<file path="src/rtl/regex_job_loader.sv">
// Job sequencer in front of AXI_top: packs (type,data) entries into 32-bit words, writes
// the regex code and the input string into AXI_top memory, starts the matcher and returns the verdict.
module regex_job_loader #(
  parameter int                   REG_WIDTH       = 32,
  parameter logic [REG_WIDTH-1:0] CODE_BASE       = '0,
  parameter int                   STRING_GAP      = 2,
  parameter int                   START_TIMEOUT   = 1024,
  // Command and status encodings; these must match the values AXI_top uses.
  parameter logic [REG_WIDTH-1:0] CMD_NOP         = REG_WIDTH'(0),
  parameter logic [REG_WIDTH-1:0] CMD_WRITE       = REG_WIDTH'(1),
  parameter logic [REG_WIDTH-1:0] CMD_START       = REG_WIDTH'(2),
  parameter logic [REG_WIDTH-1:0] STATUS_RUNNING  = REG_WIDTH'(1),
  parameter logic [REG_WIDTH-1:0] STATUS_ACCEPTED = REG_WIDTH'(2),
  parameter logic [REG_WIDTH-1:0] STATUS_REJECTED = REG_WIDTH'(3)
) (
  input  logic                 clk,
  input  logic                 reset,
  input  logic                 s_valid,
  output logic                 s_ready,
  input  logic [15:0]          s_data,
  input  logic                 s_last,
  output logic [REG_WIDTH-1:0] address_register,
  output logic [REG_WIDTH-1:0] data_in_register,
  output logic [REG_WIDTH-1:0] start_cc_pointer_register,
  output logic [REG_WIDTH-1:0] cmd_register,
  input  logic [REG_WIDTH-1:0] status_register,
  output logic                 res_valid,
  input  logic                 res_ready,
  output logic                 res_accept,
  output logic                 res_error,
  output logic                 busy
);

  localparam int TW = $clog2(START_TIMEOUT + 1);

  typedef enum logic [2:0] {
    COLLECT_LO, COLLECT_HI, WR, WR_NOP, START, RUN, DONE
  } state_t;

  state_t               state;
  logic                 phase;      // 0 = code section, 1 = string section
  logic                 last_seen;
  logic [REG_WIDTH-1:0] addr;
  logic [REG_WIDTH-1:0] str_base;
  logic [15:0]          word_lo;
  logic [TW-1:0]        timer;
  logic                 handshake;
  logic [REG_WIDTH-1:0] next_str_base;

  assign handshake = s_valid && s_ready;
  // The string starts one word past the last code word, plus the configured gap.
  assign next_str_base = addr + REG_WIDTH'(2) + REG_WIDTH'(STRING_GAP);

  // NOTE: every register here is updated with <= so all branches see the pre-edge values.
  always_ff @(posedge clk) begin
    if (reset) begin
      state                     <= COLLECT_LO;
      phase                     <= 1'b0;
      last_seen                 <= 1'b0;
      addr                      <= CODE_BASE;
      str_base                  <= '0;
      word_lo                   <= '0;
      timer                     <= '0;
      s_ready                   <= 1'b0;
      address_register          <= '0;
      data_in_register          <= '0;
      start_cc_pointer_register <= '0;
      cmd_register              <= CMD_NOP;
      res_valid                 <= 1'b0;
      res_accept                <= 1'b0;
      res_error                 <= 1'b0;
      busy                      <= 1'b0;
    end else begin
      case (state)
        COLLECT_LO: begin
          s_ready <= 1'b1;
          if (handshake) begin
            word_lo <= s_data;
            busy    <= 1'b1;
            if (s_last) begin
              last_seen        <= 1'b1;
              s_ready          <= 1'b0;
              address_register <= addr;
              data_in_register <= REG_WIDTH'({16'h0000, s_data});
              cmd_register     <= CMD_WRITE;
              state            <= WR;
            end else begin
              state <= COLLECT_HI;
            end
          end
        end

        COLLECT_HI: begin
          if (handshake) begin
            last_seen        <= s_last;
            s_ready          <= 1'b0;
            address_register <= addr;
            data_in_register <= REG_WIDTH'({s_data, word_lo});
            cmd_register     <= CMD_WRITE;
            state            <= WR;
          end
        end

        WR: begin
          cmd_register <= CMD_NOP;
          state        <= WR_NOP;
        end

        WR_NOP: begin
          if (!last_seen) begin
            addr    <= addr + REG_WIDTH'(2);
            s_ready <= 1'b1;
            busy    <= phase;
            state   <= COLLECT_LO;
          end else if (!phase) begin
            str_base  <= next_str_base;
            addr      <= next_str_base;
            phase     <= 1'b1;
            last_seen <= 1'b0;
            s_ready   <= 1'b1;
            state     <= COLLECT_LO;
          end else begin
            addr                      <= addr + REG_WIDTH'(2);
            last_seen                 <= 1'b0;
            start_cc_pointer_register <= str_base;
            cmd_register              <= CMD_START;
            timer                     <= '0;
            state                     <= START;
          end
        end

        START: begin
          // RUNNING wins over a timeout expiring in the same cycle.
          if (status_register == STATUS_RUNNING) begin
            cmd_register <= CMD_NOP;
            state        <= RUN;
          end else if (timer == TW'(START_TIMEOUT - 1)) begin
            cmd_register <= CMD_NOP;
            res_error    <= 1'b1;
            res_valid    <= 1'b1;
            state        <= DONE;
          end else begin
            timer <= timer + TW'(1);
          end
        end

        RUN: begin
          if (status_register != STATUS_RUNNING) begin
            res_accept <= (status_register == STATUS_ACCEPTED);
            res_error  <= (status_register != STATUS_ACCEPTED) &&
                          (status_register != STATUS_REJECTED);
            res_valid  <= 1'b1;
            state      <= DONE;
          end
        end

        DONE: begin
          if (res_ready) begin
            res_valid  <= 1'b0;
            res_accept <= 1'b0;
            res_error  <= 1'b0;
            phase      <= 1'b0;
            addr       <= CODE_BASE;
            s_ready    <= 1'b1;
            busy       <= 1'b0;
            state      <= COLLECT_LO;
          end
        end

        default: state <= COLLECT_LO;
      endcase
    end
  end

endmodule
</file>
<file path="config.mk">
export PLATFORM = sky130hd
export DESIGN_NAME = regex_job_loader
export DESIGN_NICKNAME = d
export VERILOG_FILES = /design/src/rtl/regex_job_loader.sv
export SDC_FILE = /design/constraint.sdc
export NUM_CORES = 1
export LEC_CHECK = 0
export ABC_CLOCK_PERIOD_IN_PS = 3800
export CORE_ASPECT_RATIO = 0.6
export CORE_MARGIN = 5
export CORE_UTILIZATION = 41
export CTS_CLUSTER_DIAMETER = 40
export DETAILED_ROUTE_END_ITERATION = 8
export PLACE_DENSITY_LB_ADDON = 0.1
export SKIP_LAST_GASP = 1
export SYNTH_ARGS = -nofsm -noshare
export SYNTH_HDL_FRONTEND = slang
export SYNTH_SLANG_ARGS = --single-unit
</file>
<file path="constraint.sdc">
create_clock -name clk -period 3.8 [get_ports clk]
set_input_delay 0.76 -clock clk [delete_from_list [all_inputs] [get_ports clk]]
set_output_delay 0.76 -clock clk [all_outputs]
set_load 0.01 [all_outputs]
</file>
; ---- Yosys cells after proc, flatten, opt, wreduce, memory -nomap -nowiden
; Index checks and enable logic that the tools add are counted.
[word_totals]
ff_bits = 229
input_bits = 53
output_inout_bits = 133
[classes]
add_sub_neg = 3
eq_ne = 25
mux = 60
bitwise = 1
n_reduce_logical = 26
[op_table]
columns = cell, n
row1 = 2-to-1 mux 32 bit, 16
row2 = one-hot mux 32 bit (2 select lines), 3
row3 = one-hot mux 32 bit (5 select lines), 1
row4 = adder 32 x 2 -> 32 bit (second input constant), 2
row5 = != test 32 x 2 -> 1 bit (second input constant), 2
row6 = 2-to-1 mux 11 bit, 4
row7 = equality test 32 x 1 -> 1 bit (second input constant), 1
row8 = equality test 32 x 2 -> 1 bit (second input constant), 1
row9 = != test 32 x 1 -> 1 bit (second input constant), 1
row10 = 2-to-1 mux 3 bit, 8
row11 = != test 2 bit (second input constant), 11
row12 = one-hot mux 11 bit (2 select lines), 1
row13 = one-hot mux 3 bit (7 select lines), 1
row14 = 2-to-1 mux 1 bit, 18
row15 = AND reduction 4 bit, 4
row16 = AND reduction 5 bit, 3
row17 = one-hot mux 1 bit (3 select lines), 4
row18 = AND reduction 3 bit, 4
row19 = adder 11 x 1 -> 11 bit (second input constant), 1
row20 = equality test 11 x 10 -> 1 bit (second input constant), 1
row21 = equality test 3 bit (second input constant), 3
row22 = nonzero test 3 bit, 3
row23 = nonzero test 2 bit, 4
row24 = AND reduction 7 bit, 1
row25 = 12 further kinds, 17

; ---- Logic depth before layout (Yosys ltp)
; Gate-level depths: netlist of run 1.
[depth]
depth_word = 5
mapped_depth = 12
mapped_depth_nobuf = 9

; ---- Worst setup path after synthesis of run 1
; No wires, ideal clock.
[synth_timing]
path_type = register to register
start = register addr[2]
end = register addr[25]
setup_ps = 130
arrival_time_ps = 2887
required_ps = 3670
slack_ps = 784
path_stages_with_launch = 11
cell_sequence = dfxtp_1 -> ha_1 -> nand4_1 -> nor2_1 -> nand2_1 -> xor2_1 -> or4_1 -> buf_6 -> nor4b_1 -> mux2i_1 -> o21ai_0
[synth_via]
elab_chain_len = 5
[synth_lines]
columns = element, line_no
row1 = start: declaration, 43  ; logic [REG_WIDTH-1:0] addr;
row2 = start signal: assignment, 111  ; addr <= addr + REG_WIDTH'(2);
row3 = start signal: assignment, 117  ; addr <= next_str_base;
row4 = start signal: assignment, 123  ; addr <= addr + REG_WIDTH'(2);
row5 = adder 32 x 2 -> 32 bit (*), "52, 111, 123"
row6 = adder 32 x 2 -> 32 bit, 52  ; assign next_str_base = addr + REG_WIDTH'(2) + REG_WIDTH'(STRING_GAP);
row7 = 2-to-1 mux 32 bit, 115  ; end else if (!phase) begin
row8 = 2-to-1 mux 32 bit (*), 110  ; if (!last_seen) begin
row9 = one-hot mux 32 bit (2 select lines) (*), 74  ; case (state)
; Mark *: on every way between the ends. The rest lies on a longest branch, timed or not.
; A chain may end at the register's enable or synchronous reset.

; ---- Final worst setup path of run 1
[layout_timing]
start = register addr[3]
end = register addr[26]
; Same word-level chain as after synthesis.

==> metrics, run 1 <==
CTS root buf=clkbuf_16; Critical Path RT=4.12 ns; ranking of synthesized cells by area=dfxtp_1 (41%), nand2_1 (10%), a21oi_1 (7.7%), nor2_1 (3.6%), xnor2_1 (3.2%); HP Class=reg2reg; f_max=296.4 MHz; R2R Setup Slk=0.43 ns; peak supply drop=0.2854 mV; # resized after CTS=0; Vias=8935; relative slew slack=38.71%; GRT overflow=0; element type at the critical path end=flop; Storage cell area=3904 µm²; nets=1405; Worst Hold End=start_cc_pointer_register[9]; synth-to-layout area growth=25.01%; post-synthesis xor/xnor area fraction=5.881%; Initial Util=41.40%; final wirelength=28.65 mm; crit path kind=reg2reg; detailed-route wire length per cell=17.09 µm; hold-fix buffers at CTS=0; sequential share of the synthesized area=41.05%; H-tree level count=4; Synth Area in Simple Gates=27.21%; Final Setup Violations=0; Worst Slack Setup Final=0.4257 ns; fin crit share=88.80%; worst hold path depth=2; status=completed; first-pass GRT wire length=45.50 mm; Via density=5.331; Fin Clk Skew=0.01298 ns; worst-path maximum fanout=15; post-synthesis mux area share=2.736%; pwr dens=348.4 nW/µm²; overall die area=26440 µm²; top post-synthesis cells by count=nand2_1 (260), dfxtp_1 (195), a21oi_1 (146), nor2_1 (90), clkbuf_1 (78); Placed Area=11340 µm²; Cells after Synth=1222; FFs w/ async S/R, synth=0%; Die X=206.6 µm; # fillers=2280; EDFF count, synth=0; Multi-input gate area=5119 µm²; ys flop type=dfxtp_1; final hold violation count=0; pins over their slew limit=0; RSZ-0062 raised after global routing=false; drt drc=0; post-route cell area=11890 µm²; setup bufs post-CTS=0; largest family of logic cells by synthesized area=simple AND/OR/NAND/NOR gates; top-count cell post-synth=nand2_1; IO Port Bufs=153; area leader, netlist=dfxtp_1; Yosys top cell area share=41.05%; post-DP HPWL=20.34 mm; CP Launch Point=addr[3]; Data arrival, critical path=3.69 ns; Worst R2R Path Depth=8; Mapped Area=9510 µm²; Yosys cell types=68; core area=22970 µm²; Compound-Gate Fraction of Synth Area=16.12%; Pwr Total=4.142 mW; initial antenna violation count=0; setup TNS=0 ns; CTS Sinks=195; placed cells=1645; CTS Buf Count=17; Final min period=3.374 ns; Worst-Margin Slew=0.9116 ns; Top-Level Pins=186; RR Endpoint=addr[26]; Leakage=3.973 nW; share of layout cells above drive strength 1=6.980%; Max Cap Viol=0; CP startpoint kind=flop; Placement Rows=43; Final ANT Viol Nets=0; largest net degree at the start of global routing=81; antenna cells=0; vias in the first global route=8379; RD Place Congestion=0.8976; Die H=128.0 µm; worst hold start=str_base[9]; Finished Layout Cells=1676; #FFs+latches synth=195; CTS tree=done; Worst-path clk slew=0.07 ns; Synth Area in Adders=0.3947%; CTS Buffer Depth=2; initial drt markers=670; DR pass1 iterations=5; Critical R2R Launch=addr[3]; YS warnings=0; syn avg cell area=7.783 µm²; clock latency on the worst-skew pair=0.44 ns; pre-CTS worst setup slack=0.4605 ns; Total GRT Usage=21.42%
how the worst max path moves through the flow:
stage	to	depth (start not counted)
after floorplan	addr[25]	10
after CTS	addr[25]	9
final	addr[26]	8
after detailed placement	addr[25]	8
after global placement	addr[25]	8
after global routing	addr[25]	10
per-stage QoR:
stage	hold WS (ns)	util, %
detailed placement	0.4400	49.36
floorplan	0.4227	-
global route	0.4673	51.75
CTS	0.4505	51.72
global placement	0.4379	49.36
finish	0.4483	51.75
power breakdown:
part	internal (mW)	leakage (nW)	switching [mW]
logic	0.135	2.14	0.190
registers	2.07	1.57	0.0218
clock network	0.908	0.258	0.816
total	3.11	3.97	1.03
cell usage in the layout (no fill, tap or decap), types with 4 or more instances in the layout:
cell / instances
nand2b_1: 6
o31ai_1: 6
and4_1: 11
nor4b_1: 4
buf_4: 44
a21o_1: 5
clkinv_4: 4
nor4_2: 4
xor2_1: 27
and2_1: 8
or2_2: 4
mux2i_1: 26
nor3_1: 23
a22oi_1: 9
a211oi_1: 22
a31oi_1: 8
a31o_2: 4
or4_1: 6
nand3_1: 45
clkbuf_16: 17
nand4b_1: 4
clkdlybuf4s50_1: 152
nand4_1: 17
nor3b_1: 5
nor4_1: 15
and3_1: 14
nand2_1: 259
o21ai_0: 33
a21oi_1: 146
o211ai_1: 4
conb_1: 32
dfxtp_1: 195
nor2_1: 90
or3_1: 8
xnor2_1: 35
inv_1: 10
clkbuf_1: 4
area by class of cell:
| type | count | area share [%] |
|---|---|---|
| Tap cell | 315 | 3.315 |
| Inverter | 10 | 0.3157 |
| Clock buffer | 21 | 3.704 |
| Multi-Input combinational cell | 927 | 43.05 |
| Clock inverter | 10 | 0.8630 |
| Timing Repair Buffer | 198 | 15.91 |
| Sequential cell | 195 | 32.84 |
state kept, by name, indices dropped and copies added (netlist names):
register and count:
addr 31, s_ready 1, str_base 31, cmd_register 2
start_cc_pointer_register 31, res_accept 1, address_register 31, phase 1
state 3, word_lo 16, res_error 1, busy 1
res_valid 1, data_in_register 32, timer 11, last_seen 1
critical path: stages, from the launching register on:
cell      delay, ns
dfxtp_1        0.65
nand4_4        0.16
or4_4          0.60
nor2_4         0.12
xnor2_2        0.13
or4_1          0.77
nor4_1         0.41
mux2i_1        0.29
o211ai_1       0.12
cells by family after synthesis:
family | after synthesis
flops | 195
buf+inv | 131
xor+xnor | 63
other cells | 1
mux | 26
compound gates | 261
fa+ha+maj | 3
simple gates | 542
routing by layer:
layer	up-vias	wire [µm]	track usage (%)
met5	-	0	0
met4	0	229	3.870
met3	21	2005	4.450
met2	288	12340	32.53
met1	4204	14080	31.72
li1	4422	-	-
Note: power is estimated with default switching activity, not from simulation.
==> run 2, diff against run 1 <==
--- a/config.mk
+++ b/config.mk
@@ -9,7 +9,6 @@
 export CORE_ASPECT_RATIO = 0.6
 export CORE_MARGIN = 5
 export CORE_UTILIZATION = 41
-export CTS_CLUSTER_DIAMETER = 40
 export DETAILED_ROUTE_END_ITERATION = 8
 export PLACE_DENSITY_LB_ADDON = 0.1
 export SKIP_LAST_GASP = 1
==> constraint.sdc (replaced) <==
create_clock -name clk -period 3.8 [get_ports clk]
set_input_delay 0.76 -clock clk [delete_from_list [all_inputs] [get_ports clk]]
set_output_delay 0.76 -clock clk [all_outputs]
set_load 0.02 [all_outputs]
==> results of run 2 <==
Same layout as run 1 (identical final DEF). Status: completed.
Among the figures that moved: total power 4.142 mW -> 4.168 mW
